===== src/rtl/normalizer.sv =====
// normalizer: iterative left-normalizer for the 16-bit datapath.
// Shifts the latched operand left one bit per cycle until it reaches
// normalized form, then reports the normalized value, the number of
// shifts applied and a {S,Z,C,V} condition code. The handshake is
// start/busy/done. Results hold until the next completion or reset.
module normalizer #(
   parameter int DATA_W = 16,
   parameter int CNT_W  = 4
) (
   input  logic              clk,
   input  logic              rst,
   input  logic              start,
   input  logic              mode,
   input  logic [DATA_W-1:0] b,
   output logic              busy,
   output logic              done,
   output logic [DATA_W-1:0] x,
   output logic [CNT_W-1:0]  count,
   output logic [3:0]        code
);

   // The shift bounds and the condition-code layout assume a 16-bit word
   // with a 4-bit count. Stop elaboration on any other configuration.
   if (DATA_W != 16 || CNT_W != 4) begin : g_bad_param
      $error("normalizer: DATA_W must be 16 and CNT_W must be 4");
   end

   // Unsigned mode can take up to DATA_W-1 shifts. Signed mode keeps one
   // sign bit, so it can take at most DATA_W-2 shifts.
   localparam logic [CNT_W-1:0] MAX_U = CNT_W'(DATA_W - 1);
   localparam logic [CNT_W-1:0] MAX_S = CNT_W'(DATA_W - 2);

   typedef enum logic [1:0] {
      ST_IDLE  = 2'd0,
      ST_SHIFT = 2'd1,
      ST_DONE  = 2'd2
   } state_t;

   state_t            r_state;
   logic [DATA_W-1:0] r_work;   // operand being shifted
   logic              r_md;     // latched mode: 1 = signed
   logic [CNT_W-1:0]  r_cnt;    // shifts applied so far
   logic              r_busy;
   logic              r_done;
   logic [DATA_W-1:0] r_x;
   logic [CNT_W-1:0]  r_count;
   logic [3:0]        r_code;

   logic              w_zero;
   logic              w_ones;
   logic              w_norm;
   logic              w_unnorm;
   logic              w_at_max;
   logic              w_term;

   // Termination test on the current working value
   assign w_zero   = (r_work == {DATA_W{1'b0}});
   assign w_ones   = (r_work == {DATA_W{1'b1}});
   assign w_norm   = r_md ? (r_work[DATA_W-1] ^ r_work[DATA_W-2])
                          :  r_work[DATA_W-1];
   // All-zero (or all-ones when signed) operands can never be normalized.
   // They are detected on the first SHIFT cycle, so they finish with count 0.
   assign w_unnorm = r_md ? (w_zero | w_ones) : w_zero;
   // The signed bound is never reached in practice. It is kept only as a
   // backstop against a runaway shift.
   assign w_at_max = (r_cnt == (r_md ? MAX_S : MAX_U));
   assign w_term   = w_norm | w_unnorm | w_at_max;

   // Control FSM: accept, shift until done, pulse done, return to idle
   always_ff @(posedge clk) begin
      if (rst) begin
         r_state <= ST_IDLE;
         r_work  <= '0;
         r_md    <= 1'b0;
         r_cnt   <= '0;
         r_busy  <= 1'b0;
         r_done  <= 1'b0;
         r_x     <= '0;
         r_count <= '0;
         r_code  <= 4'b0000;
      end else begin
         case (r_state)
            ST_IDLE: begin
               r_done <= 1'b0;
               if (start) begin
                  // Results stay visible; only the working copy is reloaded
                  r_work  <= b;
                  r_md    <= mode;
                  r_cnt   <= '0;
                  r_busy  <= 1'b1;
                  r_state <= ST_SHIFT;
               end
            end
            ST_SHIFT: begin
               if (w_term) begin
                  r_x     <= r_work;
                  r_count <= r_cnt;
                  r_code  <= {r_work[DATA_W-1], w_zero, w_unnorm, 1'b0};
                  r_done  <= 1'b1;
                  r_state <= ST_DONE;
               end else begin
                  r_work  <= {r_work[DATA_W-2:0], 1'b0};
                  r_cnt   <= r_cnt + CNT_W'(1);
               end
            end
            ST_DONE: begin
               // start is not looked at here. The earliest restart is in IDLE.
               r_done  <= 1'b0;
               r_busy  <= 1'b0;
               r_state <= ST_IDLE;
            end
            default: begin
               r_done  <= 1'b0;
               r_busy  <= 1'b0;
               r_state <= ST_IDLE;
            end
         endcase
      end
   end

   assign busy  = r_busy;
   assign done  = r_done;
   assign x     = r_x;
   assign count = r_count;
   assign code  = r_code;

endmodule


===== config.mk =====
export PLATFORM = sky130hd
export DESIGN_NAME = normalizer
export DESIGN_NICKNAME = d
export VERILOG_FILES = /design/src/rtl/normalizer.sv
export SDC_FILE = /design/constraint.sdc
export NUM_CORES = 1
export LEC_CHECK = 0
export ABC_AREA = 1
export ABC_CLOCK_PERIOD_IN_PS = 1610
export CORE_MARGIN = 3
export CORE_UTILIZATION = 45
export DETAILED_ROUTE_END_ITERATION = 8
export GPL_TIMING_DRIVEN = 0
export PLACE_DENSITY = 0.82
export RECOVER_POWER = 100
export SLEW_MARGIN = 20
export SYNTH_ARGS = -nofsm -noshare
export SYNTH_HDL_FRONTEND = slang
export SYNTH_SLANG_ARGS = --single-unit

===== constraint.sdc =====
create_clock -name clk -period 1.61 [get_ports clk]
set_input_delay 0.322 -clock clk [delete_from_list [all_inputs] [get_ports clk]]
set_output_delay 0.322 -clock clk [all_outputs]
set_load 0.01 [all_outputs]

Word-level counts from Yosys, hierarchy flattened
Cells that the tools add are included.
Storage, ports and cells
  register bits after elaboration: 48
Cells by class
  bitwise operators: 5
  reduce and logical (&&, ||, !) cells: 9
  equality and inequality tests: 6
  add/sub/neg operators: 1
  mux-type cells: 14
Operators with widths (number)
  $mux 16: 2
  $pmux 16 s2: 1
  $eq 16x16->1 const B: 1
  $logic_not 16->1: 1
  $mux 4: 2
  $pmux 4 s2: 1
  $reduce_and 2->1: 4
  $ne 2x2->1 const B: 3
  $add 4x1->4 const B: 1
  $eq 4x4->1: 1
  $mux 1: 4
  $mux 2: 2
  $pmux 2 s2: 1
  $or 1x1->1: 3
  $reduce_and 3->1: 1
  $eq 2x1->1 const B: 1
  $logic_not 2->1: 1
  $pmux 1 s2: 1
  $reduce_bool 2->1: 1
  $reduce_or 2->1: 1
  $not 1->1: 1
  $xor 1x1->1: 1

Logic depth before layout (Yosys ltp)
  word-level depth: 7
  gate-level depth with buffers: 11
  mapped depth without buffers: 10

Worst setup path after synthesis
Ideal clock, no wire load.
  path kind: reg2reg
  start: register r_work[14]
  end: register r_work[4]
  arrival: 1.502 ns
  required time: 1.497 ns
  stages on the path, launching flop included: 12
  setup time: 0.113 ns
  path buffers: 1
  setup slack: -0.005 ns
  cell sequence: dfxtp_1 -> inv_1 -> ha_1 -> nand2_1 -> o21ai_0 -> a21oi_2 -> nand4_4 -> nand2_4 -> buf_6 -> nand2_1 -> nand2_1 -> nor2_1
Between the ends
  longest elaborated chain between the ends: 7
Ends and longest elaborated chain
  from (decl): line 40  | logic [DATA_W-1:0] r_work;
  from (signal assigned): line 102  | r_work <= {r_work[DATA_W-2:0], 1'b0};
  $eq 16x16->1 or $logic_not 16->1 (tied branches): line 58, 57
  $or 1x1->1: line 63  | assign w_unnorm = r_md ? (w_zero | w_ones) : w_zero;
  $mux 1: line 63
  $or 1x1->1 * (2 in a row): line 67  | assign w_term = w_norm | w_unnorm | w_at_max;
  $ne 2x2->1 (no source line) *
  $reduce_and 3->1 (no source line) *
Every way passes the cells marked *; elsewhere a longest branch is shown, timed or not.
A chain may end at the register's enable or synchronous reset.

Worst setup path in the final report
  start: register r_md
  end: register r_work[15]
Between the ends
  longest elaborated chain between the ends: 5
Ends and longest elaborated chain
  from (decl): line 41  | logic r_md;
  from (signal assigned): line 88  | r_md <= mode;
  $mux 1, on equally long branches: line 66, 59, 63
  $eq 4x4->1 or $or 1x1->1 (tied branches): line 66, 67
  $or 1x1->1 *: line 67
  $ne 2x2->1 (no source line) *
  $reduce_and 3->1 (no source line) *
Marks and branches as above.

==> flow_summary_export.csv <==
group,metric,value,unit
status,status,"finished, violations left",
status,violations,"setup timing",
grt,gr-usage-all-layers,23.0,%
yosys,synth_warnings,0,
cells_and_area,final_cell_count_no_fill,444,
clock_network,numCtsBuffers,5,
worst_setup_path,slowest_stage,"dfxtp_1",
route,drc_errors,0,
cells_and_area,layout-drive-gt1-share,23.7,%
yosys,synthTopCellsByArea,"dfxtp_1 43%, nand2_1 11%, nor2_1 10%",
worst_setup_path,cp_max_fo,8,
grt,grt_overflow,0,
sta,rsz0062_at_grt,"true",
route,drtIter0Drc,243,
worst_setup_path,r2r_slack,-0.17,ns
floorplanning,core_area,0.00453,mm2
sta,finClkSkew,0.0182,ns
route,antenna_left,0,
sta,finalCritPeriodShare,110,%
cells_and_area,nets,401,
worst_setup_path,endpoint_kind,"flip-flop",
clock_network,clockRootBuffer,"clkbuf_8",
cells_and_area,n_antenna_cell,0,
route,drtPass1Iterations,4,
worst_setup_path,cp_num_cells,10,
route,wirelength,6560,um
worst_setup_path,cp.buffers_inverters,2,
clock_network,clock_path_buffers,2,
route,routed_via_density,5.08,
worst_setup_path,max_stage_delay,0.56,ns
yosys,ys_ff_latch,47,
sta,max_freq,562,MHz
yosys,synth_top_cell_area_share,43.0,%
floorplanning,start_util,48.2,%
yosys,syn_nets,338,
sta,finalSetupViolations,41,
cells_and_area,syn2layout_area_growth,45.5,%
yosys,synth_cells,315,
clock_network,cts_tree,"yes",
sta,finalHoldViolations,0,
route,route.vias.total,2257,
cells_and_area,utilization,70.1,%
yosys,avgSynthCellArea,6.94,um2
floorplanning,die_h,75.7,um
grt,grt_max_degree,16,
yosys,seq_area_frac_synth,43.0,%
yosys,synth_top_cell_by_area,"dfxtp_1",
cells_and_area,multiInputGateArea,0.00117,mm2
sta,tns,-4.29,ns
worst_setup_path,arrival,1.99,ns
worst_setup_path,reg2reg_from,"r_md$_SDFFE_PP0P_",
cells_and_area,num-fill-cells,363,
sta,period_needed,1.78,ns
yosys,syn_area,0.00219,mm2
clock_network,clock_latency,0.32,ns
grt,grt_first_pass_wirelength,9630,um
pwr,powerDensity,1060,mW/mm2
sta,slew_viol_final,0,
placed_design,dp.cells,423,
placed_design,numPortBuffers,43,
run,maxCapViolCount,0,
grt,grt_antenna_before_repair,0,
worst_setup_path,cpMostUsedCell,"nand2_1",
floorplanning,dieArea,0.00573,mm2
placed_design,place_ws,-0.290,ns
yosys,synth_cell_types,25,
route,avgRoutedWirePerCell,14.8,um
floorplanning,pin_count,46,
placed_design,place_hpwl,3850,um
worst_setup_path,cp-endpoint,"r_work[15]$_SDFFE_PP0P_",
placed_design,gp_congestion,0.904,
pwr,irDropWorstVdd,0.575,mV
worst_setup_path,r2r_end,"r_work[15]$_SDFFE_PP0P_",
yosys,synth-edff-count,0,
worst_setup_path,path_cells,"inv_2, nand2_1, nand2_1, a21oi_4, nand4_4, nand2_8, buf_6, nand2_1, nand2_1, nor2_1",
worst_setup_path,critical_path_class,"reg2reg",
clock_network,clk_pin_slew,0.10,ns
worst_setup_path,worstRegToRegCells,10,
yosys,async_reset_ff_share,0,%
worst_setup_path,required,1.82,ns
clock_network,postCtsHoldBufs,0,
floorplanning,chipWidth,75.7,um
floorplanning,rows,24,
yosys,synth-main-ff-cell,"dfxtp_1",
clock_network,clock_sinks,47,
pwr,p_leak,1.37,nW
worst_setup_path,crit_family,"simple AND/OR/NAND/NOR gates",
worst_setup_path,crit_path_start,"r_md$_SDFFE_PP0P_",
worst_setup_path,start_kind,"flip-flop",
grt,grt_pass1_vias,2013,
cells_and_area,ff_latch_area,947,um2
sta,worst_slack,-0.169,ns
hold_path,hp-class,"in2reg",
clock_network,ctsHtreeMaxLevel,2,
==> layout by cell type (no fill, tap or decap), types with 3 or more instances in the layout <==
| master | Yosys | layout |
|---|---|---|
| nand2_2 | 4 | 16 |
| nor2_1 | 60 | 53 |
| inv_1 | 40 | 37 |
| nor2_2 | 0 | 6 |
| nand2_1 | 66 | 49 |
| clkdlybuf4s50_1 | 0 | 40 |
| o21ai_2 | 0 | 3 |
| o21ai_0 | 32 | 20 |
| a21oi_1 | 6 | 3 |
| buf_6 | 3 | 8 |
| buf_2 | 4 | 4 |
| buf_4 | 4 | 7 |
| buf_8 | 1 | 4 |
| dfxtp_1 | 47 | 44 |
| o21ai_1 | 5 | 13 |
| a21oi_2 | 3 | 5 |
| nand2_4 | 1 | 5 |
| nand4_1 | 4 | 4 |
| nand3_1 | 22 | 17 |
| nand3_2 | 0 | 5 |
| clkbuf_8 | 0 | 6 |
==> synth_stat cells, drive strengths merged, types with 3 or more instances <==
master and instances:
nand2 71, nor2 61, dfxtp 47, inv 41, o21ai 37, nand3 22
buf 13, a21oi 9, nand4 5, clkbuf 3, ha 3
==> how the worst min path moves through the flow <==
| stage | startpoint | to | slack (ns) | depth (start not counted) |
|---|---|---|---|---|
| 2_1_floorplan | r_cnt[0]$_SDFFE_PP0P_ | r_cnt[0]$_SDFFE_PP0P_ | 0.46 | 1 |
| 3_5_place_dp | done$_SDFFE_PP0P_ | done$_SDFFE_PP0P_ | 0.45 | 2 |
| 6_report | rst | r_cnt[2]$_SDFFE_PP0P_ | 0.28 | 2 |
| 5_1_grt | rst | r_cnt[2]$_SDFFE_PP0P_ | 0.29 | 2 |
| 3_3_place_gp | done$_SDFFE_PP0P_ | done$_SDFFE_PP0P_ | 0.45 | 2 |
| 4_1_cts | rst | r_cnt[2]$_SDFFE_PP0P_ | 0.28 | 2 |
==> area by class of cell <==
type	instances	share of cell area (%)
repair buffers	56	18.1
plain buffers	16	4.01
flip-flops and latches	47	29.8
inverters	41	5.00
well taps	65	2.56
clock buffers	6	2.60
multi-input cells	211	36.7
clock inverters	2	1.22
==> logic make-up (layout without fill, tap and decap cells) <==
family / count (synthesis) / count (layout) / synth area share (%)
buffers and inverters: 57 / 121 / 12.2
xor gates and xnor gates: 2 / 2 / 0.802
AOI/OAI and AO/OA: 46 / 46 / 11.0
other: 1 / 1 / 0.172
adders and majority gates: 3 / 3 / 1.72
DFF: 47 / 47 / 43.0
and+or+nand+nor: 159 / 159 / 31.0
==> flip-flops by register name, indices dropped and copies added (netlist names) <==
register and count:
done 1, r_md 1, x 16, r_state 2
r_work 16, code 2, count 4, busy 1
r_cnt 4
==> worst reg2reg max path: cells and delay by family, from the launching register on <==
family	cells	cell delay [ns]
flops	1	0.56
compound gates	1	0.20
simple gates	7	0.68
buf+inv	2	0.24
==> metrics by stage <==
stage,instance area (um2),hold slack (ns),total power [W]
floorplan,2190,0.459,0.00187
global placement,2700,0.445,0.00209
detailed placement,2700,0.447,0.00213
CTS,3030,0.281,0.00321
global route,3180,0.294,0.00353
finish,3180,0.281,0.00338
==> repair_timing <==
item | in CTS | in global routing
pin swaps | 9 | 12
gates resized for setup | 47 | 44
endpoints found under the setup margin | 46 | 45
buffers inserted | 7 | 3
gates cloned | 4 | 0
==> power by group <==
group	leakage (nW)	total (W)	switching [W]	internal (W)
Combinational	0.925	0.00105	0.000584	0.000467
Sequential	0.385	0.00139	0.000114	0.00127
Clock	0.0618	0.000940	0.000429	0.000511
Total	1.37	0.00338	0.00113	0.00225
==> layer usage <==
layer | global-route usage, % | vias up | share of wire [%]
met5 | 0 | - | 0
met4 | 9.51 | 0 | 3.7
met3 | 6.46 | 20 | 8.4
met2 | 37.7 | 105 | 50
met1 | 28.4 | 1026 | 38
li1 | - | 1106 | -
(Power assumes the default switching activity.)
